File: config.mk
export PLATFORM = sky130hd
export DESIGN_NAME = axi_rd_arbiter
export DESIGN_NICKNAME = d
export VERILOG_FILES = /design/src/rtl/axi_rd_arbiter.sv
export SDC_FILE = /design/constraint.sdc
export NUM_CORES = 1
export LEC_CHECK = 0
export BUFFER_PORTS_ARGS = -buffer_cell sky130_fd_sc_hd__buf_2
export CAP_MARGIN = 20
export CORE_AREA = 2 2 92 94
export CTS_CLUSTER_DIAMETER = 100
export DETAILED_ROUTE_END_ITERATION = 10
export DIE_AREA = 0 0 94 96
export PLACE_DENSITY = 0.82
export SYNTH_ARGS = -nofsm -noshare
export SYNTH_HDL_FRONTEND = slang
export SYNTH_SLANG_ARGS = --single-unit
File: constraint.sdc
create_clock -name clk -period 2.2 [get_ports clk]
set_input_delay 0.55 -clock clk [delete_from_list [all_inputs] [get_ports clk]]
set_output_delay 0.55 -clock clk [all_outputs]
set_load 0.01 [all_outputs]
File: src/rtl/axi_rd_arbiter.sv
// rtl/axi_rd_arbiter.sv - shares one AXI4 read channel between instruction fetch and data load ports
// ARID 0 carries instruction reads, ARID 1 carries data reads; R beats are routed back by rid[0].
module axi_rd_arbiter #(
  parameter int MAX_OUTST = 2,
  parameter int DATA_W    = 32
) (
  input  logic              clk,
  input  logic              reset,
  input  logic              inst_req,
  input  logic [31:0]       inst_addr,
  input  logic [1:0]        inst_size,
  output logic              inst_addr_ok,
  output logic              inst_data_ok,
  output logic [DATA_W-1:0] inst_rdata,
  input  logic              data_req,
  input  logic [31:0]       data_addr,
  input  logic [1:0]        data_size,
  output logic              data_addr_ok,
  output logic              data_data_ok,
  output logic [DATA_W-1:0] data_rdata,
  output logic [3:0]        arid,
  output logic [31:0]       araddr,
  output logic [7:0]        arlen,
  output logic [2:0]        arsize,
  output logic [1:0]        arburst,
  output logic [1:0]        arlock,
  output logic [3:0]        arcache,
  output logic [2:0]        arprot,
  output logic              arvalid,
  input  logic              arready,
  input  logic [3:0]        rid,
  input  logic [DATA_W-1:0] rdata,
  input  logic [1:0]        rresp,
  input  logic              rlast,
  input  logic              rvalid,
  output logic              rready
);

  typedef enum logic {AR_IDLE, AR_SEND} ar_state_t;

  localparam logic [2:0] MAX_CNT = 3'(MAX_OUTST);

  ar_state_t  state, state_nxt;
  logic       last_grant_data;
  logic [2:0] inst_cnt, data_cnt;
  logic       inst_elig, data_elig;
  logic       grant_inst, grant_data;
  logic       unused_ok;

  assign unused_ok = ^{rresp, rlast, rid[3:1]};

  assign inst_elig = inst_req && (inst_cnt < MAX_CNT);
  assign data_elig = data_req && (data_cnt < MAX_CNT);

  // On a tie the requester that did not win last time is granted.
  always_comb begin
    state_nxt  = state;
    grant_inst = 1'b0;
    grant_data = 1'b0;
    case (state)
      AR_IDLE: begin
        if (inst_elig && data_elig) begin
          grant_data = !last_grant_data;
          grant_inst = last_grant_data;
        end else begin
          grant_inst = inst_elig;
          grant_data = data_elig;
        end
        if (inst_elig || data_elig) state_nxt = AR_SEND;
      end
      AR_SEND: if (arready) state_nxt = AR_IDLE;
      default: state_nxt = AR_IDLE;
    endcase
  end

  always_ff @(posedge clk) begin
    if (reset) begin
      state           <= AR_IDLE;
      last_grant_data <= 1'b0;
      arid            <= 4'd0;
      araddr          <= 32'd0;
      arsize          <= 3'd0;
      rready          <= 1'b0;
    end else begin
      state  <= state_nxt;
      rready <= 1'b1;
      if (grant_inst || grant_data) begin
        last_grant_data <= grant_data;
        arid            <= {3'b000, grant_data};
        araddr          <= grant_data ? data_addr : inst_addr;
        arsize          <= {1'b0, grant_data ? data_size : inst_size};
      end
    end
  end

  assign arvalid = (state == AR_SEND);
  assign arlen   = 8'd0;
  assign arburst = 2'b01;
  assign arlock  = 2'b00;
  assign arcache = 4'd0;
  assign arprot  = 3'd0;

  assign inst_addr_ok = arvalid && arready && !arid[0];
  assign data_addr_ok = arvalid && arready && arid[0];

  assign inst_data_ok = rvalid && rready && !rid[0];
  assign data_data_ok = rvalid && rready && rid[0];
  assign inst_rdata   = rdata;
  assign data_rdata   = rdata;

  // A beat with nothing outstanding leaves the counter at zero rather than wrapping.
  function automatic logic [2:0] cnt_next(input logic [2:0] cnt, input logic inc, input logic dec);
    case ({inc, dec})
      2'b10:   return cnt + 3'd1;
      2'b01:   return (cnt == 3'd0) ? cnt : cnt - 3'd1;
      default: return cnt;
    endcase
  endfunction

  always_ff @(posedge clk) begin
    if (reset) begin
      inst_cnt <= 3'd0;
      data_cnt <= 3'd0;
    end else begin
      inst_cnt <= cnt_next(inst_cnt, inst_addr_ok, inst_data_ok);
      data_cnt <= cnt_next(data_cnt, data_addr_ok, data_data_ok);
      if (inst_data_ok) assert (inst_cnt != 3'd0) else $error("inst R beat with no outstanding read");
      if (data_data_ok) assert (data_cnt != 3'd0) else $error("data R beat with no outstanding read");
    end
  end

endmodule

# After elaboration in Yosys (flattened, before gate mapping)
# Index checks and enable logic that the tools add are counted.
# W data, S select, Z words.
[totals]
reg_bits = 43
latch_bits = 0
ramBits = 0
rom_bits = 0
input_bits = 113
output_inout_bits = 128
wordCells = 53
n_memories = 0
[classes]
addsub = 4
multipliers = 0
div = 0
n_lt_le_gt_ge = 2
n_eq_ne = 6
shifts = 0
mux = 14
bitwise_logic = 1
n_reduce_logical = 19
[op_table]
columns = ["cell", "count"]
rows = [
  ["$mux W32", 1],
  ["$pmux W3 S2", 2],
  ["$logic_and A1 B1 Y1", 9],
  ["$mux W1", 7],
  ["$add A3 B1 Y3 const B", 2],
  ["$logic_not A3 Y1", 2],
  ["$lt A3 B2 Y1 const B", 2],
  ["$mux W3", 2],
  ["$sub A3 B1 Y3 const B", 2],
  ["$eq A2 B1 Y1 const B", 2],
  ["$eq A2 B2 Y1 const B", 2],
  ["$ne A2 B2 Y1 const B", 2],
  ["$reduce_and A2 Y1", 2],
  ["$reduce_bool A2 Y1", 2],
  ["$logic_not A1 Y1", 2],
  ["$logic_or A1 B1 Y1", 2],
  ["$mux W2", 1],
  ["$pmux W1 S2", 1],
  ["$not A1 Y1", 1],
]

# Depth between registers and ports, before layout
# Gate-level depths: netlist of run 1.
[logic_depth]
depth_word = 6
depth_mapped = 10
ltp_nobuf = 8

# Least setup slack after synthesis of run 1
# OpenSTA, ideal clock, no wires.
[synth_path]
path_type = "reg2reg"
from = "reg state, in the netlist arvalid"
to = "reg data_cnt[2]"
setup_time_ps = 92
t_arrival_ps = 2072
required_ps = 2108
setup_slack_ps = 35
path_stages_with_launch = 10
n_path_buf = 2
synth_period_minus_slack_ps = 2165
cell_sequence = "dfxtp_1 buf_2 and3_1 clkbuf_1 nor2_1 xor2_1 ha_1 nor4_1 a21boi_0 o32ai_1"
[synth_via]
elab_chain_cells = 5
word_cells_on_any_way = 8
cone_classes = "eq/ne (3); mux (1); reduce/logical (4)"
[synth_lines]
columns = ["element", "line", "source"]
rows = [
  ["start: declaration", "43", "ar_state_t state, state_nxt;"],
  ["start signal: assignment", "85", "state <= state_nxt;"],
  ["$logic_and A1 B1 Y1 * (2 in a row)", "104", "assign data_addr_ok = arvalid && arready && arid[0];"],
  ["net data_addr_ok", "18", "output logic data_addr_ok,"],
  ["$eq A2 B1 Y1 / $eq A2 B2 Y1 (equally long branches)", "113", "case ({inc, dec})"],
  ["$ne A2 B2 Y1 (no line) / $reduce_bool A2 Y1 (equally long branches)", "--", ""],
  ["$reduce_and A2 Y1 (no line)", "--", ""],
  ["end signal: assignment", "126", "data_cnt <= cnt_next(data_cnt, data_addr_ok, data_data_ok);"],
  ["end: declaration", "45", "logic [2:0] inst_cnt, data_cnt;"],
]
# Mark *: on every way through the listed nets, which the timed path passes. The rest lies on a longest branch.
# A chain may end at the register's enable or synchronous reset.

# Final worst setup path of run 1
[layout_path]
from = "reg state, in the netlist arvalid"
to = "reg inst_cnt[2]"
[layout_via]
elab_chain_cells = 5
word_cells_on_any_way = 8
cone_classes = "eq/ne (3); mux (1); reduce/logical (4)"
[layout_lines]
columns = ["element", "line", "source"]
rows = [
  ["$logic_and A1 B1 Y1 * (2 in a row)", "103", "assign inst_addr_ok = arvalid && arready && !arid[0];"],
  ["$eq A2 B1 Y1 / $eq A2 B2 Y1 (equally long branches)", "113", ""],
  ["$ne A2 B2 Y1 (no line) / $reduce_bool A2 Y1 (equally long branches)", "--", ""],
  ["$reduce_and A2 Y1 (no line)", "--", ""],
  ["end signal: assignment", "125", "inst_cnt <= cnt_next(inst_cnt, inst_addr_ok, inst_data_ok);"],
  ["end: declaration", "45", ""],
]
# Every way passes the cells marked *; elsewhere a longest branch is shown, timed or not.

==> results of run 1 <==
[power groups by stage]
stage                     logic [mW]  registers (mW)  clock network (mW)
final                          0.463           0.897               0.604
after global routing           0.519           0.908               0.661
after CTS                      0.466           0.897               0.636
after detailed placement       0.465           0.914                   0
after global placement         0.452           0.909                   0
after floorplan                0.386           0.941                   0
[synth_stat cells (2+ instances only)]
master | count | share of area [%]
clkbuf_1 | 12 | 1.7
o21ai_0 | 38 | 7.1
nand2_1 | 73 | 10
a31oi_1 | 36 | 8.4
dfxtp_1 | 43 | 32
conb_1 | 2 | 0.28
a21oi_1 | 2 | 0.37
buf_4 | 88 | 25
ha_1 | 2 | 0.94
nor4_1 | 2 | 0.47
nor2_1 | 6 | 0.84
xnor2_1 | 2 | 0.66
a21boi_0 | 2 | 0.56
buf_6 | 3 | 1.3
buf_2 | 7 | 1.3
inv_1 | 3 | 0.42
o21ai_1 | 3 | 0.56
nand3_1 | 5 | 0.94
[per-layer routing]
metal	routed length, um	GRT usage, %	up-vias
met5	0	0	-
li1	-	-	1158
met4	74	5.07	0
met3	493	3.52	13
met2	3210	24.6	126
met1	2370	14.0	1090
[tightest hold or removal path, cell delays in order]
cell and delay, ns:
buf_2 0.09, nand2_1 0.04, a31oi_1 0.06
[cell families (layout without fill, tap and decap cells)]
kind of cell,Yosys count,count (layout)
flops,43,43
other cells,2,23
simple gates,95,95
buf+inv,113,136
fa+ha+maj,2,2
xor+xnor,3,3
compound gates,91,91
[final timing paths]
check,start,endpoint,slack (ns),cells after the start
max,arvalid,inst_cnt[2],0.28,7
min,data_addr[16],araddr[16],0.50,3
max reg2reg,arvalid,inst_cnt[2],0.28,7
min reg2reg,araddr[15],araddr[15],0.53,2
[layout make-up]
cell class	instances	area [um2]	area share, %
sequential	43	862	29.7
clock inverter	1	30.0	1.04
clock buffer	6	72.6	2.50
inverter	3	11.3	0.388
multi-input combinational	214	1110	38.3
tap	105	131	4.53
timing repair buffer	126	683	23.6
[registers in the layout (all words and copies together), names as in the netlist]
name      cells
arsize        2
data_cnt      3
arvalid       1
rready        1
arid          1
inst_cnt      3
araddr       32
[metrics by stage]
step	cell area, um2	worst slack (ns)	std cells	TNS (ns)
2_1_floorplan	2750	0.0353	370	0
3_3_place_gp	2800	0.117	491	0
3_5_place_dp	2800	-0.0432	491	-0.0432
4_1_cts	2900	0.0480	498	0
5_1_grt	2900	0.00391	498	0
6_report	2900	0.283	498	0
[placed cells by master (no fill, tap or decap), types with 2 or more instances in the layout]
cell	synthesis	layout
a21boi_0	2	2
a21oi_1	2	2
a31oi_1	36	36
buf_12	0	2
buf_2	7	115
buf_4	88	9
clkbuf_8	0	5
conb_1	2	23
dfxtp_1	43	42
ha_1	2	2
inv_1	3	3
nand2_1	73	73
nand3_1	5	5
nor2_1	6	6
nor4_1	2	2
o21ai_0	38	37
o21ai_1	3	4
xnor2_1	2	2
==> flow_summary.ini, run 1 <==
[run_status]
status = completed

[clock_network]
clock_path_buffers = 2
holdBufCountCts = 0
cts_tree = yes
post-cts-setup-buffers = 0
h-tree-depth = 2
cts_sinks = 43
clk_pin_slew_ns = 0.09
worstSkewPairLatency_ns = 0.29
numCtsBuffers = 5
cts_resized = 0
cts_root_buffer = clkbuf_8

[die]
core_um2 = 8050
ios = 241
start_util_pct = 33.2
num_rows = 33
dieWidth_um = 94
dieArea_um2 = 9020
die_h_um = 96

[logic_synthesis]
synthXorXnorAreaFrac_pct = 0.984
synth_compound_area_share_pct = 21.0
synth-edff-count = 0
ys_seq_elements = 43
syn_avg_cell_area_um2 = 7.65
synthMuxAreaShare_pct = 0
yosys.area_share.simple_pct = 15.1
async_reset_ff_share_pct = 0
synth_seq_area_share_pct = 32.2
synth.distinct_cells = 38
ys.flop_type = dfxtp_1
synth_top_family_by_area = buffers and inverters
syn_area_um2 = 2670
synth_fa_ha_area_share_pct = 0.937
synthCells = 349
ys_warn_count = 0

[sta]
max_freq_ghz = 0.522
setup_violations = 0
rsz0062_at_grt = false
hold_slack_ns = 0.501
final.min_clock_period_ns = 1.92
min_period_over_period_pct = 87.2
final_max_slew_viol_count = 0
fin_skew_ns = 0.0112
hold_viol_final = 0

[layout]
final_core_util_pct = 36.0
fillers = 846
synthToLayoutAreaGrowth_pct = 8.62
n_antenna_cell = 0
drive_gt1_share_pct = 34.6
finalNetCount = 508

[power_and_ir_drop]
ir_drop_mv = 0.339
comb_power_share_pct = 23.6
seqPwrFrac_pct = 45.7
pwr-share-clk_pct = 30.8
swShare_pct = 29.3
p_per_area_nw_per_um2 = 677
switchingPower_uw = 576
power.internal_mw = 1.39
p_leak_nw = 1.42
fin_total_pwr_mw = 1.96

[setup_path]
path_buf_inv = 0
cp_data_required_time_ns = 2.41
cpPeakStageDelay_ns = 0.46
end_kind = register
worstPathArrival_ns = 2.13
cp-start-kind = register
cpMaxStageDelayCell = dfxtp_2
crit_type = reg -> reg
crit_family = compound AO/OA/AOI/OAI gates
cp_max_fo = 9
crit_chain = nand2_1 > o21ai_1 > xnor2_1 > ha_1 > nor4_1 > a21boi_0 > o31ai_1

[global_routing]
grt_pass1_wl_um = 9470
grt_pass1_vias = 2115
antenna_found_initial = 0
grt_max_degree = 40
gr-total-overflow = 0
grt_usage_pct = 13.1

[route]
wire_per_inst_um = 12.3
drt-vias-per-instance = 4.79
vias = 2387
drc = 0
drt_pre_antenna_iters = 5
drtAntennaViolNets = 0
routed_wl_um = 6140
drt-initial-drc-count = 53

[worst_hold_path]
hold_class = in -> reg

[flow_run]
drv_cap = 0

[place]
place.gp.congestion = 0.728
io_buffers = 115
hpwl_um = 4610
Power figures use the tool's default switching activity.
==> inputs of run 2 (changes only) <==
==> config.mk (replaced) <==
export PLATFORM = sky130hd
export DESIGN_NAME = axi_rd_arbiter
export DESIGN_NICKNAME = d
export VERILOG_FILES = /design/src/rtl/axi_rd_arbiter.sv
export SDC_FILE = /design/constraint.sdc
export NUM_CORES = 1
export LEC_CHECK = 0
export ABC_AREA = 1
export BUFFER_PORTS_ARGS = -buffer_cell sky130_fd_sc_hd__buf_2
export CAP_MARGIN = 20
export CORE_AREA = 2 2 93 95
export CTS_CLUSTER_DIAMETER = 100
export DETAILED_ROUTE_END_ITERATION = 10
export DIE_AREA = 0 0 95 97
export PLACE_DENSITY = 0.85
export SYNTH_ARGS = -nofsm -noshare
export SYNTH_HDL_FRONTEND = slang
export SYNTH_SLANG_ARGS = --single-unit
==> run 2 against run 1 <==
Effect of this change: power rose by 16%; first-iteration DRC count rose by 66%; final area rose by 11%; global-route usage rose by 2.5 points; worst hold slack got worse by 0.079 ns; area after synthesis rose by 14%; sequential cell count did not move; non-clock buffer count fell by 4; sequential power rose by 2%; critical path depth rose by 4.
==> flow_summary.ini, run 2 <==
[layout]
finalNetCount = 586
largest_register_ffs = 32
multi_input_area_um2 = 1290
n_antenna_cell = 0
max_flop_register = araddr
seqCellArea_um2 = 861
fillers = 870
drive_gt1_share_pct = 37.1
layout_commonest_cell = buf_2
final_cell_mix = buf_2, nand3_1, nand2_1
reg.largest.list = araddr: 32 flops, data_cnt: 3 flops, inst_cnt: 3 flops
synthToLayoutAreaGrowth_pct = 5.94

[sta]
hold_viol_final = 0
max_freq_ghz = 0.540
tns_ns = 0
finalWorstSetupSlack_ns = 0.348
final_max_slew_viol_count = 0
rsz0062_at_grt = false
min_period_over_period_pct = 84.2
final.min_clock_period_ns = 1.85
setup_violations = 0
fin_skew_ns = 0.0104

[logic_synthesis]
async_reset_ff_share_pct = 0
synthTopCellsByCount = nand3_1, buf_4, nand2_1, inv_1, dfxtp_1
syn_avg_cell_area_um2 = 7.08
yosysMostFrequentCell = nand3_1
ys_warn_count = 0
synth-edff-count = 0
synth_top_cell_area_share_pct = 28.4
syn_area_um2 = 3040
yosysTopAreaCell = dfxtp_1
synth_seq_area_share_pct = 28.4
ys.flop_type = dfxtp_1
netlist_top_cells_area = dfxtp_1, buf_4, nand3_1
synthCells = 429
ys_seq_elements = 43
synth.distinct_cells = 27

[setup_path]
end_kind = register
rr_worst_depth = 11
cp_data_required_time_ns = 2.39
reg2reg_to = inst_cnt[2]
rrSetupSlack_ns = 0.35
crit_type = reg -> reg
cp_max_fo = 7
worstPathArrival_ns = 2.04
cp-start-kind = register
reg2reg_from = arvalid

[power_and_ir_drop]
ir_drop_mv = 0.308
fin_total_pwr_mw = 2.28
switchingPower_uw = 676
pwr-share-clk_pct = 31.8
power.internal_mw = 1.61
p_per_area_nw_per_um2 = 710
seqPwrFrac_pct = 40.0
swShare_pct = 29.6
comb_power_share_pct = 28.2
p_leak_nw = 1.91

[clock_network]
cts_tree = yes
holdBufCountCts = 0
cts_sinks = 43
post-cts-setup-buffers = 0
numCtsBuffers = 5
clock_path_buffers = 2
worstSkewPairLatency_ns = 0.29
cts_resized = 0
clk_pin_slew_ns = 0.09
h-tree-depth = 2
cts_root_buffer = clkbuf_8

[route]
routed_wl_um = 7470
drc = 0
drt_pre_antenna_iters = 5
drt-initial-drc-count = 88
drt-vias-per-instance = 4.65
vias = 2684
wire_per_inst_um = 13.0
drtAntennaViolNets = 0

[worst_hold_path]
hold_class = in -> reg
worstHoldEndpoint = arid[0]
whs_path_depth = 2
hold_start = reset

[global_routing]
grt_usage_pct = 15.7
grt_pass1_vias = 2415
grt_pass1_wl_um = 11400
grt_max_degree = 37
gr-total-overflow = 0
antenna_found_initial = 0

[die]
die_h_um = 97
num_rows = 33
start_util_pct = 37.3
dieWidth_um = 95
ios = 241
dieArea_um2 = 9220
core_um2 = 8130

[run_status]
status = completed

[place]
place.gp.congestion = 0.874
hpwl_um = 5900
dp_slack_ns = 0.155
io_buffers = 115

[flow_run]
drv_cap = 0
## run 2: cell count changes in the layout (fill, tap and decap cells not counted), moves of 5 or more
cell	delta
o21ai_0	-34
or2_2	+35
a31oi_1	-36
a21oi_1	+5
nand3_1	+104
nand2_1	-23
inv_1	+43
## run 2: layer usage
| metal | wire (um) | GRT usage [%] | part of all wire [%] |
|---|---|---|---|
| met4 | 44 | 3.23 | 0.59 |
| met1 | 2680 | 16.0 | 36 |
| met3 | 895 | 7.01 | 12 |
| met5 | 53 | 4.76 | 0.71 |
| met2 | 3800 | 28.4 | 51 |
## run 2: kinds of logic (layout without fill, tap and decap cells)
| logic type | count (synthesis) | in the layout | synth area share (%) |
|---|---|---|---|
| compound gates | 15 | 15 | 2.93 |
| xor+xnor | 2 | 2 | 0.577 |
| fa+ha+maj | 2 | 2 | 0.824 |
| buf+inv | 155 | 177 | 31.9 |
| flops | 43 | 43 | 28.4 |
| other cells | 2 | 23 | 0.247 |
| simple gates | 210 | 210 | 35.2 |
## run 2: power groups by stage
stage | sequential, mW | combinational (mW) | clock [mW]
floorplan | 0.968 | 0.558 | 0
global placement | 0.927 | 0.628 | 0
detailed placement | 0.932 | 0.649 | 0
CTS | 0.915 | 0.651 | 0.767
global route | 0.926 | 0.729 | 0.784
finish | 0.914 | 0.644 | 0.725
## run 2: worst max path at each step
stage                       end  cells past startpoint  slack (ns)  startpoint
detailed placement  inst_cnt[2]                     14        0.16      rvalid
finish              inst_cnt[2]                     11        0.35     arvalid
floorplan           inst_cnt[2]                     13        0.32      rvalid
global route        inst_cnt[2]                     11        0.15     arvalid
global placement    inst_cnt[2]                     14        0.27      rvalid
CTS                 inst_cnt[2]                     11        0.36     arvalid
## run 2: worst max-delay path: stages (launching register included)
cell     delay (ns)
dfxtp_1        0.54
nand3_1        0.20
nand2_1        0.15
xor2_1         0.16
ha_1           0.18
inv_1          0.06
nand2_1        0.07
nand3_1        0.08
nand2_1        0.08
inv_1          0.05
a21oi_1        0.12
nor2_1         0.06
## run 2: per-stage QoR
stage,area [um2],hold slack (ns),utilization (%),instances
after floorplan,3110,0.448,-,450
after global placement,3080,0.461,37.9,569
after detailed placement,3080,0.474,37.9,569
after CTS,3220,0.405,39.5,577
after global routing,3220,0.415,39.5,577
final,3220,0.421,39.5,577
## run 2: final cells by class
class	count	area share [%]
timing repair buffer	122	19.5
tap	105	4.09
clock inverter	2	1.87
clock buffer	6	2.26
multi-input combinational	252	40.0
sequential	43	26.8
inverter	47	5.49
==> inputs of run 3 (changes only) <==
==> constraint.sdc (replaced) <==
create_clock -name clk -period 1.9 [get_ports clk]
set_input_delay 0.475 -clock clk [delete_from_list [all_inputs] [get_ports clk]]
set_output_delay 0.475 -clock clk [all_outputs]
set_load 0.01 [all_outputs]
==> run 3 against run 2 <==
Effect of this change: first-iteration DRC count is 19% lower; register-to-register slack worse by 0.13 ns; highest routed layer unchanged; sequential share of layout area is 0.10 points higher; power is 5.6% higher; critical path depth is 2 higher; largest power group unchanged; core utilization is 0.15 points lower.
==> flow_summary.ini, run 3 (same netlist as run 2, synthesis figures left out) <==
[route]
drt-vias-per-instance = 4.64
drt_pre_antenna_iters = 4
drt-initial-drc-count = 71
wire_per_inst_um = 13.3
vias = 2684
routed_wl_um = 7660
drtAntennaViolNets = 0
drc = 0

[setup_path]
rr_worst_depth = 13
cp_data_required_time_ns = 2.10
crit_type = reg -> reg
worstPathArrival_ns = 1.88
end_kind = register
cp-start-kind = register
cp_max_fo = 5

[clock_network]
clock_path_buffers = 2
cts_tree = yes
h-tree-depth = 2
clk_pin_slew_ns = 0.09
cts_root_buffer = clkbuf_8
holdBufCountCts = 0
worstSkewPairLatency_ns = 0.29
numCtsBuffers = 5
cts_sinks = 43

[worst_hold_path]
whs_path_depth = 2
hold_class = in -> reg

[global_routing]
grt_max_degree = 37
antenna_found_initial = 0
grt_pass1_vias = 2530
grt_pass1_wl_um = 12000
grt_usage_pct = 16.4
gr-total-overflow = 0

[die]
dieArea_um2 = 9220
die_h_um = 97
start_util_pct = 37.3
dieWidth_um = 95
num_rows = 33
core_um2 = 8130
ios = 241

[layout]
finalNetCount = 587
n_antenna_cell = 0
synthToLayoutAreaGrowth_pct = 5.52
final_cell_area_um2 = 3200
layout_commonest_cell = buf_2
largest_register_ffs = 32
final_cell_mix = buf_2, nand3_1, nand2_1
reg.largest.list = araddr: 32 flops, data_cnt: 3 flops, inst_cnt: 3 flops
drive_gt1_share_pct = 37.4
max_flop_register = araddr

[sta]
setup_violations = 0
tns_ns = 0
final.min_clock_period_ns = 1.68
fin_skew_ns = 0.0107
max_freq_ghz = 0.596
min_period_over_period_pct = 88.4
final_max_slew_viol_count = 0
rsz0062_at_grt = false
hold_viol_final = 0

[place]
place_area_um2 = 3120
place.gp.congestion = 0.886
io_buffers = 115
hpwl_um = 5910

[power_and_ir_drop]
p_leak_nw = 1.90
p_per_area_nw_per_um2 = 752
ir_drop_mv = 0.272

[run_status]
status = completed

[flow_run]
drv_cap = 0
[run 3: cell types whose count changed in the layout (fill, tap and decap cells not counted), sizes merged]
cell	delta
bufinv	-2
buf	+1
clkinv	+1
clkinvlp	+1
[run 3: final cells by class]
class	instances	area [um2]
clock buffers	6	72.6
clock inverters	2	12.5
fillers	875	4930
inverters	47	176
multi-input cells	252	1290
flip-flops and latches	43	861
well taps	105	131
repair buffers	123	661
[run 3: worst paths after layout]
check | end | start | slack [ns]
worst min-delay path | arid[0] | reset | 0.35
worst max register to register | inst_cnt[2] | arid[0] | 0.22
worst max-delay path | inst_cnt[2] | arid[0] | 0.22
worst min register to register | inst_cnt[0] | inst_cnt[0] | 0.50
[run 3: per-layer routing]
metal | vias to the layer above | wire length, um | part of all wire [%] | GRT usage [%]
met1 | 1192 | 2700 | 35 | 16.0
li1 | 1334 | - | - | -
met2 | 147 | 3840 | 50 | 29.5
met3 | 9 | 974 | 13 | 8.26
met4 | 2 | 95 | 1.2 | 4.35
met5 | - | 50 | 0.65 | 4.17
[run 3: power by group]
part	leakage, nW	switching [mW]	total, mW	internal (mW)
combinational	1.50	0.426	0.770	0.345
sequential	0.356	0.0525	1.06	1.00
clock	0.0412	0.325	0.583	0.258
total	1.90	0.803	2.41	1.61
[run 3: stage by stage]
stage	hold WS, ns	cells	power, mW	utilization [%]	setup slack [ns]
final	0.348	578	2.41	39.4	0.221
after global routing	0.320	578	2.58	39.4	0.0297
after CTS	0.330	578	2.46	39.3	0.164
after detailed placement	0.484	570	1.85	38.3	-0.0263
after global placement	0.460	570	1.82	38.3	0.0601
after floorplan	0.448	450	1.77	-	0.0936
[run 3: repair_timing]
item	in CTS	in global routing
gates resized for setup	0	1
buffers inserted	0	0
endpoints found under the hold margin	0	0
setup endpoints to repair	0	1
[run 3: worst max-delay path, cell delays in order (launching register included)]
cell     delay, ns
dfxtp_1       0.45
inv_1         0.08
nand3_1       0.12
nand2_1       0.11
xor2_1        0.16
ha_1          0.18
inv_1         0.06
nand2_1       0.05
nand3_1       0.09
nand2_1       0.05
inv_1         0.07
nand3_1       0.06
nand2_1       0.07
nor2_1        0.04
